===== src/rtl/rv_wb_pkg.sv =====
// Shared definitions for the register writeback queue: default widths,
// the hardwired-zero register address and the buffered request layout.
package rv_wb_pkg;
  localparam int WB_AW = 2;
  localparam int WB_DW = 32;
  localparam logic [WB_AW-1:0] REG_ZERO = '0;

  typedef struct packed {
    logic [WB_AW-1:0] addr;
    logic [WB_DW-1:0] data;
  } wb_req_t;
endpackage


===== src/rtl/wb_fifo_2w1r.sv =====
// Circular buffer accepting up to two pushes (a ahead of b) and one pop per cycle.
// The caller guarantees pushes never overflow and pops never underflow.
module wb_fifo_2w1r #(
  parameter int DEPTH = 4,
  parameter int W     = 34
) (
  input  logic                     clk,
  input  logic                     reset_n,
  input  logic                     push_a,
  input  logic [W-1:0]             data_a,
  input  logic                     push_b,
  input  logic [W-1:0]             data_b,
  input  logic                     pop,
  output logic [W-1:0]             head,
  output logic [$clog2(DEPTH):0]   count
);
  localparam int PW = $clog2(DEPTH);
  localparam int CW = PW + 1;

  logic [W-1:0]  mem_q [DEPTH];
  logic [W-1:0]  mem_d [DEPTH];
  logic [PW-1:0] wr_ptr_q, wr_ptr_d;
  logic [PW-1:0] rd_ptr_q, rd_ptr_d;
  logic [CW-1:0] count_q, count_d;
  logic [PW-1:0] wr;

  always_comb begin
    mem_d = mem_q;
    wr    = wr_ptr_q;
    if (push_a) begin
      mem_d[wr] = data_a;
      wr        = wr + PW'(1);
    end
    if (push_b) begin
      mem_d[wr] = data_b;
      wr        = wr + PW'(1);
    end
    wr_ptr_d = wr;
    rd_ptr_d = rd_ptr_q + PW'(pop);
    count_d  = count_q + CW'(push_a) + CW'(push_b) - CW'(pop);
  end

  always_ff @(posedge clk) begin
    if (!reset_n) begin
      wr_ptr_q <= '0;
      rd_ptr_q <= '0;
      count_q  <= '0;
    end else begin
      wr_ptr_q <= wr_ptr_d;
      rd_ptr_q <= rd_ptr_d;
      count_q  <= count_d;
    end
  end

  // Storage needs no reset: the pointers and count define what is valid.
  always_ff @(posedge clk) begin
    mem_q <= mem_d;
  end

  assign head  = mem_q[rd_ptr_q];
  assign count = count_q;
endmodule


===== src/rtl/regfile_wb_queue.sv =====
// Writeback queue in front of the register file: ALU/LSU intake, in-order
// drain into a registered write port, and per-register pending-write flags.
module regfile_wb_queue
  import rv_wb_pkg::*;
#(
  parameter int DEPTH     = 4,
  parameter int AW        = WB_AW,
  parameter int DW        = WB_DW,
  parameter bit ZERO_DROP = 1'b1
) (
  input  logic                   clk,
  input  logic                   reset_n,
  input  logic                   alu_valid,
  output logic                   alu_ready,
  input  logic [AW-1:0]          alu_addr,
  input  logic [DW-1:0]          alu_data,
  input  logic                   lsu_valid,
  output logic                   lsu_ready,
  input  logic [AW-1:0]          lsu_addr,
  input  logic [DW-1:0]          lsu_data,
  input  logic                   hold,
  output logic                   we,
  output logic [AW-1:0]          waddr,
  output logic [DW-1:0]          wdata,
  output logic [2**AW-1:0]       busy,
  output logic [$clog2(DEPTH):0] count
);
  localparam int CW  = $clog2(DEPTH) + 1;
  localparam int NR  = 2**AW;
  localparam int PCW = $clog2(DEPTH + 2);

  logic [CW-1:0]    free;
  logic             lsu_push, alu_push, pop;
  logic [AW+DW-1:0] head;
  logic [AW-1:0]    head_addr;
  logic [DW-1:0]    head_data;

  logic             we_q, we_d;
  logic [AW-1:0]    waddr_q, waddr_d;
  logic [DW-1:0]    wdata_q, wdata_d;
  logic             out_vld_q, out_vld_d;
  logic [PCW-1:0]   pending_q [NR];
  logic [PCW-1:0]   pending_d [NR];

  // Credit comes only from the registered count, so a full queue never
  // pushes and pops in the same cycle.
  assign free      = CW'(DEPTH) - count;
  assign lsu_ready = (free != '0);
  assign alu_ready = (free >= CW'(2)) | (lsu_ready & ~lsu_valid);
  assign lsu_push  = lsu_valid & lsu_ready;
  assign alu_push  = alu_valid & alu_ready;
  assign pop       = ~hold & (count != '0);

  wb_fifo_2w1r #(
    .DEPTH (DEPTH),
    .W     (AW + DW)
  ) u_fifo (
    .clk     (clk),
    .reset_n (reset_n),
    .push_a  (lsu_push),
    .data_a  ({lsu_addr, lsu_data}),
    .push_b  (alu_push),
    .data_b  ({alu_addr, alu_data}),
    .pop     (pop),
    .head    (head),
    .count   (count)
  );

  assign head_addr = head[AW+DW-1:DW];
  assign head_data = head[DW-1:0];

  always_comb begin
    we_d      = 1'b0;
    waddr_d   = waddr_q;
    wdata_d   = wdata_q;
    out_vld_d = pop;
    if (pop) begin
      we_d    = !(ZERO_DROP && (head_addr == AW'(REG_ZERO)));
      waddr_d = head_addr;
      wdata_d = head_data;
    end
    // Output register retires the cycle after it is loaded, dropped or not.
    for (int r = 0; r < NR; r++) begin
      pending_d[r] = pending_q[r]
                   + PCW'(lsu_push && (lsu_addr == AW'(r)))
                   + PCW'(alu_push && (alu_addr == AW'(r)))
                   - PCW'(out_vld_q && (waddr_q == AW'(r)));
    end
  end

  always_ff @(posedge clk) begin
    if (!reset_n) begin
      we_q      <= 1'b0;
      waddr_q   <= '0;
      wdata_q   <= '0;
      out_vld_q <= 1'b0;
      for (int r = 0; r < NR; r++) pending_q[r] <= '0;
    end else begin
      we_q      <= we_d;
      waddr_q   <= waddr_d;
      wdata_q   <= wdata_d;
      out_vld_q <= out_vld_d;
      pending_q <= pending_d;
    end
  end

  always_comb begin
    busy = '0;
    for (int r = 0; r < NR; r++) busy[r] = |pending_q[r];
  end

  assign we    = we_q;
  assign waddr = waddr_q;
  assign wdata = wdata_q;
endmodule


===== config.mk =====
export PLATFORM = sky130hd
export DESIGN_NAME = regfile_wb_queue
export DESIGN_NICKNAME = d
export VERILOG_FILES = /design/src/rtl/rv_wb_pkg.sv /design/src/rtl/wb_fifo_2w1r.sv /design/src/rtl/regfile_wb_queue.sv
export SDC_FILE = /design/constraint.sdc
export NUM_CORES = 1
export LEC_CHECK = 0
export BUFFER_PORTS_ARGS = -buffer_cell sky130_fd_sc_hd__buf_2
export CAP_MARGIN = 0
export CELL_PAD_IN_SITES_DETAIL_PLACEMENT = 0
export CELL_PAD_IN_SITES_GLOBAL_PLACEMENT = 1
export CORE_MARGIN = 8
export CORE_UTILIZATION = 35
export DETAILED_ROUTE_END_ITERATION = 10
export PLACE_DENSITY_LB_ADDON = 0.1
export SLEW_MARGIN = 30
export SYNTH_ARGS = -nofsm -noshare
export SYNTH_HDL_FRONTEND = slang
export SYNTH_SLANG_ARGS = --single-unit

===== constraint.sdc =====
create_clock -name clk -period 7.9 [get_ports clk]
set_clock_uncertainty 0.05 [all_clocks]
set_input_delay 0.395 -clock clk [delete_from_list [all_inputs] [get_ports clk]]
set_output_delay 0.395 -clock clk [all_outputs]
set_load 0.05 [all_outputs]

-- Word level (Yosys, flattened, before mapping)
Cells that the tools add are included.
- output and inout bits: 44
- word-level logic and storage cells: 98
- register bits: 191
- bits of input ports: 73
- order comparisons: 6
- add/sub/neg operators: 19
- reductions and logical operators: 26
- mux-type cells: 13
- equality and inequality tests: 9
- bitwise gates (word level): 10
- operators by type and width (kind ; number):
    bitwise mux 136 bit ; 2
    2-to-1 mux 136 bit ; 2
    demux 34 bit (select 2 bit) ; 2
    2-to-1 mux 34 bit ; 4
    binary-select mux 34 bit (select 2 bit) ; 1
    adder 3 x 1 -> 3 bit ; 10
    subtractor 3 x 1 -> 3 bit ; 5
    logical AND 1 bit ; 14
    == test 2 bit (second input constant) ; 6
    OR reduction 3 bit ; 4
    greater-or-equal comparator 3 bit (second input constant) ; 3
    NOT 2 -> 3 bit ; 3
    zero test 2 bit ; 4
    == test 2 x 1 -> 1 bit (second input constant) ; 3
    less-than comparator 3 x 1 -> 1 bit (second input constant) ; 2
    nonzero test 3 bit ; 2
    adder 2 x 1 -> 2 bit (second input constant) ; 2
    AND 1 bit ; 4
    2-to-1 mux 2 bit ; 2
    greater-or-equal comparator 3 x 2 -> 1 bit (second input constant) ; 1
    subtractor 3 bit (first input constant) ; 1
    adder 2 x 1 -> 2 bit ; 1
    NOT 1 bit ; 2
    AND reduction 2 bit ; 1
    other kinds (2) ; 2

-- Logic depth before layout (Yosys ltp)
Gate-level depths: netlist (run 1).
- depth after elaboration: 11
- depth in mapped cells: 14
- depth with buffers taken out: 12

-- Cells and area by module
From an unflattened synthesis (run 1), not the netlist that was laid out.
- cell total of the unflattened synthesis: 774
- area, all modules: 9728.1 um^2
- by module, submodules not included (module ; times used ; cells each ; area each (um^2)):
    wb_fifo_2w1r ; 1 ; 527 ; 7382.1
    regfile_wb_queue ; 1 ; 247 ; 2346.0

-- Worst setup path after synthesis (run 1)
Ideal clock, no wire load.
- path kind: flip-flop to flip-flop
- start: register u_fifo.count_q[1] (netlist: u_fifo.count[1])
- end: register pending_q[11] (netlist bit)
- period minus slack after synthesis: 3799 ps
- stages on the path, launching flop included: 14
- arrival: 3634 ps
- required time: 7735 ps
- slack: 4101 ps
- cell sequence: dfxtp_1 inv_1 ha_1 ha_1 a21boi_2 buf_6 or3b_1 ha_1 inv_1 fa_1 fa_1 xor2_1 xnor2_1 and2_1
- cells in the longest elaborated chain, start to end: 8
- elaborated cells on any way between the ends: 12
- those cells by class: add/sub (4); order compare (1); bitwise (4); reduce/logical (3)
- ends and longest elaborated chain (element ; line ; source):
    start: declaration ; wb_fifo_2w1r.sv:24 ; logic [CW-1:0] count_q, count_d;
    start signal: assignment ; wb_fifo_2w1r.sv:51 ; count_q <= count_d;
    subtractor 3 bit * ; regfile_wb_queue.sv:47 ; assign free = CW'(DEPTH) - count;
    parallel branches: the longest is 5 deep, another holds adder 3 x 1 -> 3 bit ; n/a ;
    adder 3 x 1 -> 3 bit * ; regfile_wb_queue.sv:86 ; + PCW'(alu_push && (alu_addr == AW'(r)))
    subtractor 3 x 1 -> 3 bit * ; regfile_wb_queue.sv:87 ; - PCW'(out_vld_q && (waddr_q == AW'(r)));
    end signal: assignment ; regfile_wb_queue.sv:103 ; pending_q <= pending_d;
    end: declaration ; regfile_wb_queue.sv:42 ; logic [PCW-1:0] pending_q [NR];
Mark *: on every way between the ends.
A chain may end at the register's enable or synchronous reset.

-- Worst setup path after layout (run 1)
- start: register u_fifo.count_q[1] (netlist: u_fifo.count[1])
- end: register u_fifo.count_q[2] (netlist: u_fifo.count[2])
- cells in the longest elaborated chain, start to end: 7
- elaborated cells on any way between the ends: 12
- those cells by class: add/sub (4); order compare (1); bitwise (5); reduce/logical (2)
- ends and longest elaborated chain (element ; line ; source):
    parallel branches: the longest is 6 deep, another holds subtractor 3 bit ; n/a ;
    subtractor 3 x 1 -> 3 bit * ; wb_fifo_2w1r.sv:40 ; count_d = count_q + CW'(push_a) + CW'(push_b) - CW'(pop);
Marks and branches as above.

==> results of run 1 <==
==> kinds of logic after synthesis <==
kind of cell	count (synthesis)	share of synthesized area (%)
and+or+nand+nor	250	12.03
muxes	171	23.54
xor gates and xnor gates	13	1.337
buffers and inverters	84	4.810
AOI/OAI and AO/OA	179	11.48
adders and majority gates	28	4.686
DFF	191	42.12
==> final timing paths <==
path              startpoint                to  slack, ns  cells after the start
max          u_fifo.count[1]   u_fifo.count[2]       4.08                     12
min             alu_data[10]  u_fifo.mem_q[78]       0.21                      3
max reg2reg  u_fifo.count[1]   u_fifo.count[2]       4.08                     12
min reg2reg        wdata[20]         wdata[20]       0.41                      2
==> power breakdown <==
group | internal, mW | total, mW | switching (mW)
Sequential | 1.45 | 1.71 | 0.258
Clock | 0.506 | 0.893 | 0.386
Combinational | 0.890 | 2.14 | 1.25
Total | 2.84 | 4.73 | 1.89
==> final cells by class <==
cell class / instances / area, um^2
fill: 2578 / 15310
multi-input combinational: 641 / 4853
sequential: 191 / 3826
timing repair buffer: 125 / 670.6
clock buffer: 18 / 439.2
tap: 335 / 419.2
clock inverter: 12 / 162.7
inverter: 23 / 86.33
==> synthesized netlist by cell type, types with 2 or more instances <==
cell type,number,area [um^2]
dfxtp_1,191,3824
nand2_8,3,60.06
buf_2,16,80.08
mux2i_1,137,1371
a21oi_1,136,680.7
nor2_1,138,518.0
buf_4,7,52.55
and2_1,19,118.9
ha_1,18,225.2
buf_6,10,112.6
or3_1,4,25.02
a21boi_0,4,30.03
nor3b_1,3,22.52
o211ai_2,4,50.05
fa_1,10,200.2
xor2_1,4,35.03
xnor2_1,8,70.07
mux4_2,34,765.7
nand2_1,72,270.3
clkbuf_1,26,97.59
inv_1,22,82.58
a21boi_1,30,225.2
buf_1,2,7.510
==> stage by stage <==
step | instance area, um^2 | hold slack (ns) | total power [mW]
after floorplan | 9079 | 0.4610 | 3.394
after global placement | 9826 | 0.4116 | 3.869
after detailed placement | 9826 | 0.4010 | 3.886
after CTS | 10430 | 0.1879 | 4.794
after global routing | 10460 | 0.1975 | 5.110
final | 10460 | 0.2050 | 4.735
==> registers in the layout (all words and copies together) (netlist names) <==
register         count
pending_q           12
u_fifo.wr_ptr_q      2
u_fifo.rd_ptr_q      2
wdata               32
we                   1
u_fifo.count         3
waddr                2
u_fifo.mem_q       136
out_vld_q            1
==> worst max-delay path: cells and delay by family (launching register included) <==
kind / cells / cell delay (ns)
adder cells (fa/ha/maj): 5 / 1.52
buffers and inverters: 3 / 0.76
flip-flops: 1 / 0.33
XOR/XNOR: 2 / 0.27
AND/OR/NAND/NOR: 2 / 0.78
==> placed cells by master (no fill, tap or decap), types with 8 or more instances in the layout <==
cell and n:
a21boi_1 30, a21oi_1 136, and2_1 19, buf_2 115, buf_4 9, clkbuf_16 17, dfxtp_1 189, fa_1 10
ha_1 18, inv_1 22, mux2i_1 137, mux4_2 34, nand2_1 72, nor2_1 138, xnor2_1 8
==> routing by layer <==
metal | global-route usage, % | part of all wire (%) | vias to the layer above
met4 | 3.573 | 0.42 | 4
met1 | 20.98 | 46 | 3036
met5 | 0 | 0.11 | -
met3 | 3.627 | 6.2 | 9
li1 | - | - | 3318
met2 | 25.94 | 47 | 135
==> flow_metrics.tcl, run 1 <==
set metrics [dict create \
    synth_ff_type "dfxtp_1" \
    crit_fanout 37 \
    ys_seq_area_share_pct 42.12 \
    maxSlewHeadroom_pct 45.20 \
    antenna_found_initial 2 \
    die_h_um 177.1 \
    grt_pass1_vias 6742 \
    worst_slack_ns 4.082 \
    fin_util_pct 40.59 \
    vias_per_cell 4.834 \
    setup_tns_ns 0 \
    grt_pass1_wl_um 38650 \
    grt_usage_pct 15.87 \
    max-vdd-ir-drop_v 0.0002373 \
    cap_violations 0 \
    ys_types 41 \
    ys.warnings.count 0 \
    fin_crit_sh_pct 48.33 \
    rsz0062_at_grt "no" \
    p_per_area_nw_per_um2 452.7 \
    die_area_um2 31350 \
    timing_worst_slew_pin_value_ns 0.8220 \
    preCtsSetupSlack_ns 3.981 \
    cts_setup_buffers 0 \
    async_flop_share_pct 0 \
    die_width_um 177.1 \
    cts_buffers 17 \
    numClockSinks 191 \
    syn_inst 916 \
    cpMaxStageDelayCell "or2_2" \
    clkSlewWorstSetupHoldPaths_ns 0.08 \
    setup_viol 0 \
    max_freq_ghz 0.2619 \
    cts_root_buf "clkbuf_16" \
    drt-initial-drc-count 324 \
    dp_cells 1314 \
    path_class "flip-flop to flip-flop" \
    dr.pass1.iters 4 \
    port-buffer-count 116 \
    clk_latency_ns 0.42 \
    core_area_um2 25760 \
    syn-num-nets 1017 \
    cts_tree "yes" \
    critPathMaxStageDelay_ns 0.63 \
    cts_hold_buffers 0 \
    cp.arrival_ns 4.09 \
    rows 59 \
    crit_path_end_kind "flip-flop" \
    wl_per_cell_um 18.06 \
    post-route-drc-count 0 \
    grt_max_degree 69 \
    syn_area_per_cell_um2 9.911 \
    cts.repair.resized 0 \
    startpoint_type "flip-flop" \
    antenna_left 0 \
    cp_cell_sequence "inv_1, ha_1, ha_1, or2_2, inv_2, ha_1, inv_1, fa_1, fa_1, xnor2_1, xnor2_1, and2_1" \
    ys_seq_elements 191 \
    drt_wl_total_um 24290 \
    hold_viol 0 \
    diodes 0 \
    synthesis.area_um2 9079 \
    place_hpwl_um 15020 \
    vias 6502 \
    grt-ovfl-total 0 \
    start_util_pct 35.24 \
    drive_gt1_share_pct 20.50 \
    synth_edf_count 0 \
    critPathRequiredTime_ns 8.17 \
    clockBufferDepth 2 \
    pin_count 117 \
    area_growth_pct 15.19 \
    nets 1100 \
    min_path_type "input port to flip-flop" \
    drv_slew 0 \
    gp_congestion 0.6982 \
    htree_levels 4 \
    status "completed" \
    crit_top_cell "ha_1" \
    leakage_nw 5.085 \
    final_cells 1345 \
    period_minus_slack_ns 3.818 \
]
Power figures use the tool's default switching activity.
==> run 2, diff against run 1 <==
==> constraint.sdc (replaced) <==
create_clock -name clk -period 3.24 [get_ports clk]
set_clock_uncertainty 0.05 [all_clocks]
set_input_delay 0.162 -clock clk [delete_from_list [all_inputs] [get_ports clk]]
set_output_delay 0.162 -clock clk [all_outputs]
set_load 0.05 [all_outputs]
==> run 2 against run 1 <==
  * Sequential cell count unchanged
  * Routed wire length increased by 2.2%
  * Clock power increased by 130%
  * Sequential share of layout area decreased by 1.7 points
  * Largest power group unchanged
  * Critical path type unchanged
  * Power increased by 150%
  * Count of clock-buffer cells in the layout decreased by 1
  * Via count increased by 3.1%
  * Utilization increased by 2.0 points
  * Setup slack got worse by 3.9 ns
  * Die area unchanged
  * Cell count increased by 3.6%
  * Design area increased by 5.0%
==> flow_metrics.tcl, run 2 (same netlist as run 1, synthesis figures left out) <==
set metrics [dict create \
    status "completed" \
    rsz0062_at_grt "no" \
    maxSlewHeadroom_pct 48.03 \
    drv_slew 0 \
    setup_viol 0 \
    cp.arrival_ns 3.39 \
    cpMaxStageDelayCell "dlygate4sd3_1" \
    met3_usage_pct 3.371 \
    leakage_nw 5.319 \
    fin_crit_sh_pct 94.35 \
    start_util_pct 35.24 \
    r2r-start "u_fifo.count[0]" \
    final_common_cell "dfxtp_1" \
    critPathMaxStageDelay_ns 0.57 \
    fin_util_pct 42.61 \
    rr_endpoint "u_fifo.mem_q[24]" \
    max_freq_ghz 0.3271 \
    grt_max_degree 43 \
    met1_usage_pct 21.48 \
    crit_fanout 12 \
    die_h_um 177.1 \
    drt_wl_total_um 24830 \
    clk_latency_ns 0.44 \
    cp_cell_sequence "inv_2, ha_2, ha_4, a21boi_4, buf_12, mux2i_2, inv_1, ha_1, o211ai_4, buf_12, nor2_1, a21oi_1, dlygate4sd3_1" \
    hp-start "lsu_data[28]" \
    htree_levels 4 \
    antenna_found_initial 0 \
    clockBufferDepth 2 \
    setup_tns_ns 0 \
    max-vdd-ir-drop_v 0.0004436 \
    cts_tree "yes" \
    fin_area_um2 10980 \
    numClockSinks 191 \
    gp_congestion 0.7588 \
    whs_endpoint "u_fifo.mem_q[62]" \
    min_path_type "input port to flip-flop" \
    p_per_area_nw_per_um2 1067 \
    vias_per_cell 4.810 \
    die_area_um2 31350 \
    busiest_layer "met2" \
    largest_register "u_fifo.mem_q" \
    critPathRequiredTime_ns 3.57 \
    pin_count 117 \
    period_minus_slack_ns 3.057 \
    vias 6705 \
    die_width_um 177.1 \
    post_dp_cell_area_um2 10000 \
    post-route-drc-count 0 \
    final.fill_count 2609 \
    grt_pass1_vias 6851 \
    worst_slack_ns 0.1830 \
    timing_worst_slew_pin_value_ns 0.7796 \
    final_cells 1394 \
    grt_pass1_wl_um 38930 \
    cts_buffers 17 \
    cts_root_buf "clkbuf_16" \
    grt_usage_pct 15.96 \
    dp_cells 1325 \
    cap_violations 0 \
    startpoint_type "flip-flop" \
    ff2ff_setup_slack_ns 0.18 \
    port-buffer-count 116 \
    clkSlewWorstSetupHoldPaths_ns 0.08 \
    drt-initial-drc-count 311 \
    grt-ovfl-total 0 \
    preCtsSetupSlack_ns 0.2295 \
    largest_reg_flops 136 \
    hold_viol 0 \
    nets 1147 \
    hold_depth 3 \
    diodes 0 \
    path_class "flip-flop to flip-flop" \
    dr.pass1.iters 5 \
    place_hpwl_um 15090 \
    drive_gt1_share_pct 22.00 \
    area_growth_pct 20.91 \
    crit_path_end_kind "flip-flop" \
    rows 59 \
    most-common-layout-cells "dfxtp_1, nor2_1, mux2i_1, a21oi_1, buf_2" \
    core_area_um2 25760 \
    grtUsageMet2_pct 25.97 \
    antenna_left 0 \
    crit_top_cell "buf_12" \
    r2r_cells 13 \
    wl_per_cell_um 17.81 \
]
run 2: worst max-delay path, delay by kind of cell (launching register included):
family,cells,cell delay [ns]
buffers and inverters,5,1.09
muxes,1,0.25
adders and majority gates,3,0.66
and+or+nand+nor,1,0.05
DFF,1,0.37
AOI/OAI and AO/OA,3,0.51
run 2: per-layer routing:
metal | wire [um] | part of all wire (%)
met3 | 958 | 3.9
met5 | 0 | 0
met1 | 12020 | 48
met2 | 11660 | 47
met4 | 184 | 0.74
run 2: stage by stage:
stage	hold WS (ns)	power, mW
after floorplan	0.2565	8.308
after global placement	0.3890	9.573
after detailed placement	0.3925	9.641
after CTS	0.004407	11.80
after global routing	0.0009391	12.61
final	0.01324	11.71
run 2: layout make-up:
type	count	area, um^2	share of cell area [%]
clock inverter	15	147.6	1.345
sequential	191	3835	34.94
tap	335	419.2	3.819
multi-input combinational	641	4885	44.50
timing repair buffer	172	1176	10.71
clock buffer	17	425.4	3.876
inverter	23	88.84	0.8093
run 2: power breakdown:
group          internal, mW  switching, mW
combinational          2.37           3.11
clock                  1.03           1.06
sequential             3.53          0.603
total                  6.93           4.78
run 2: worst max-delay path by stage:
stage | cells after the start | from | to
after detailed placement | 12 | u_fifo.count[1] | pending_q[11]
final | 13 | u_fifo.count[0] | u_fifo.mem_q[24]
after CTS | 13 | u_fifo.count[1] | u_fifo.mem_q[24]
after global placement | 12 | u_fifo.count[0] | pending_q[11]
after global routing | 13 | u_fifo.count[0] | u_fifo.mem_q[24]
after floorplan | 13 | u_fifo.count[0] | pending_q[11]
run 2: repair_timing:
action / 4_1_cts / 5_1_grt
endpoints found under the hold margin: 124 / 0
setup buffers: 0 / 3
hold buffers: 33 / 0
gates resized for setup: 0 / 5
setup endpoints to repair: 0 / 1
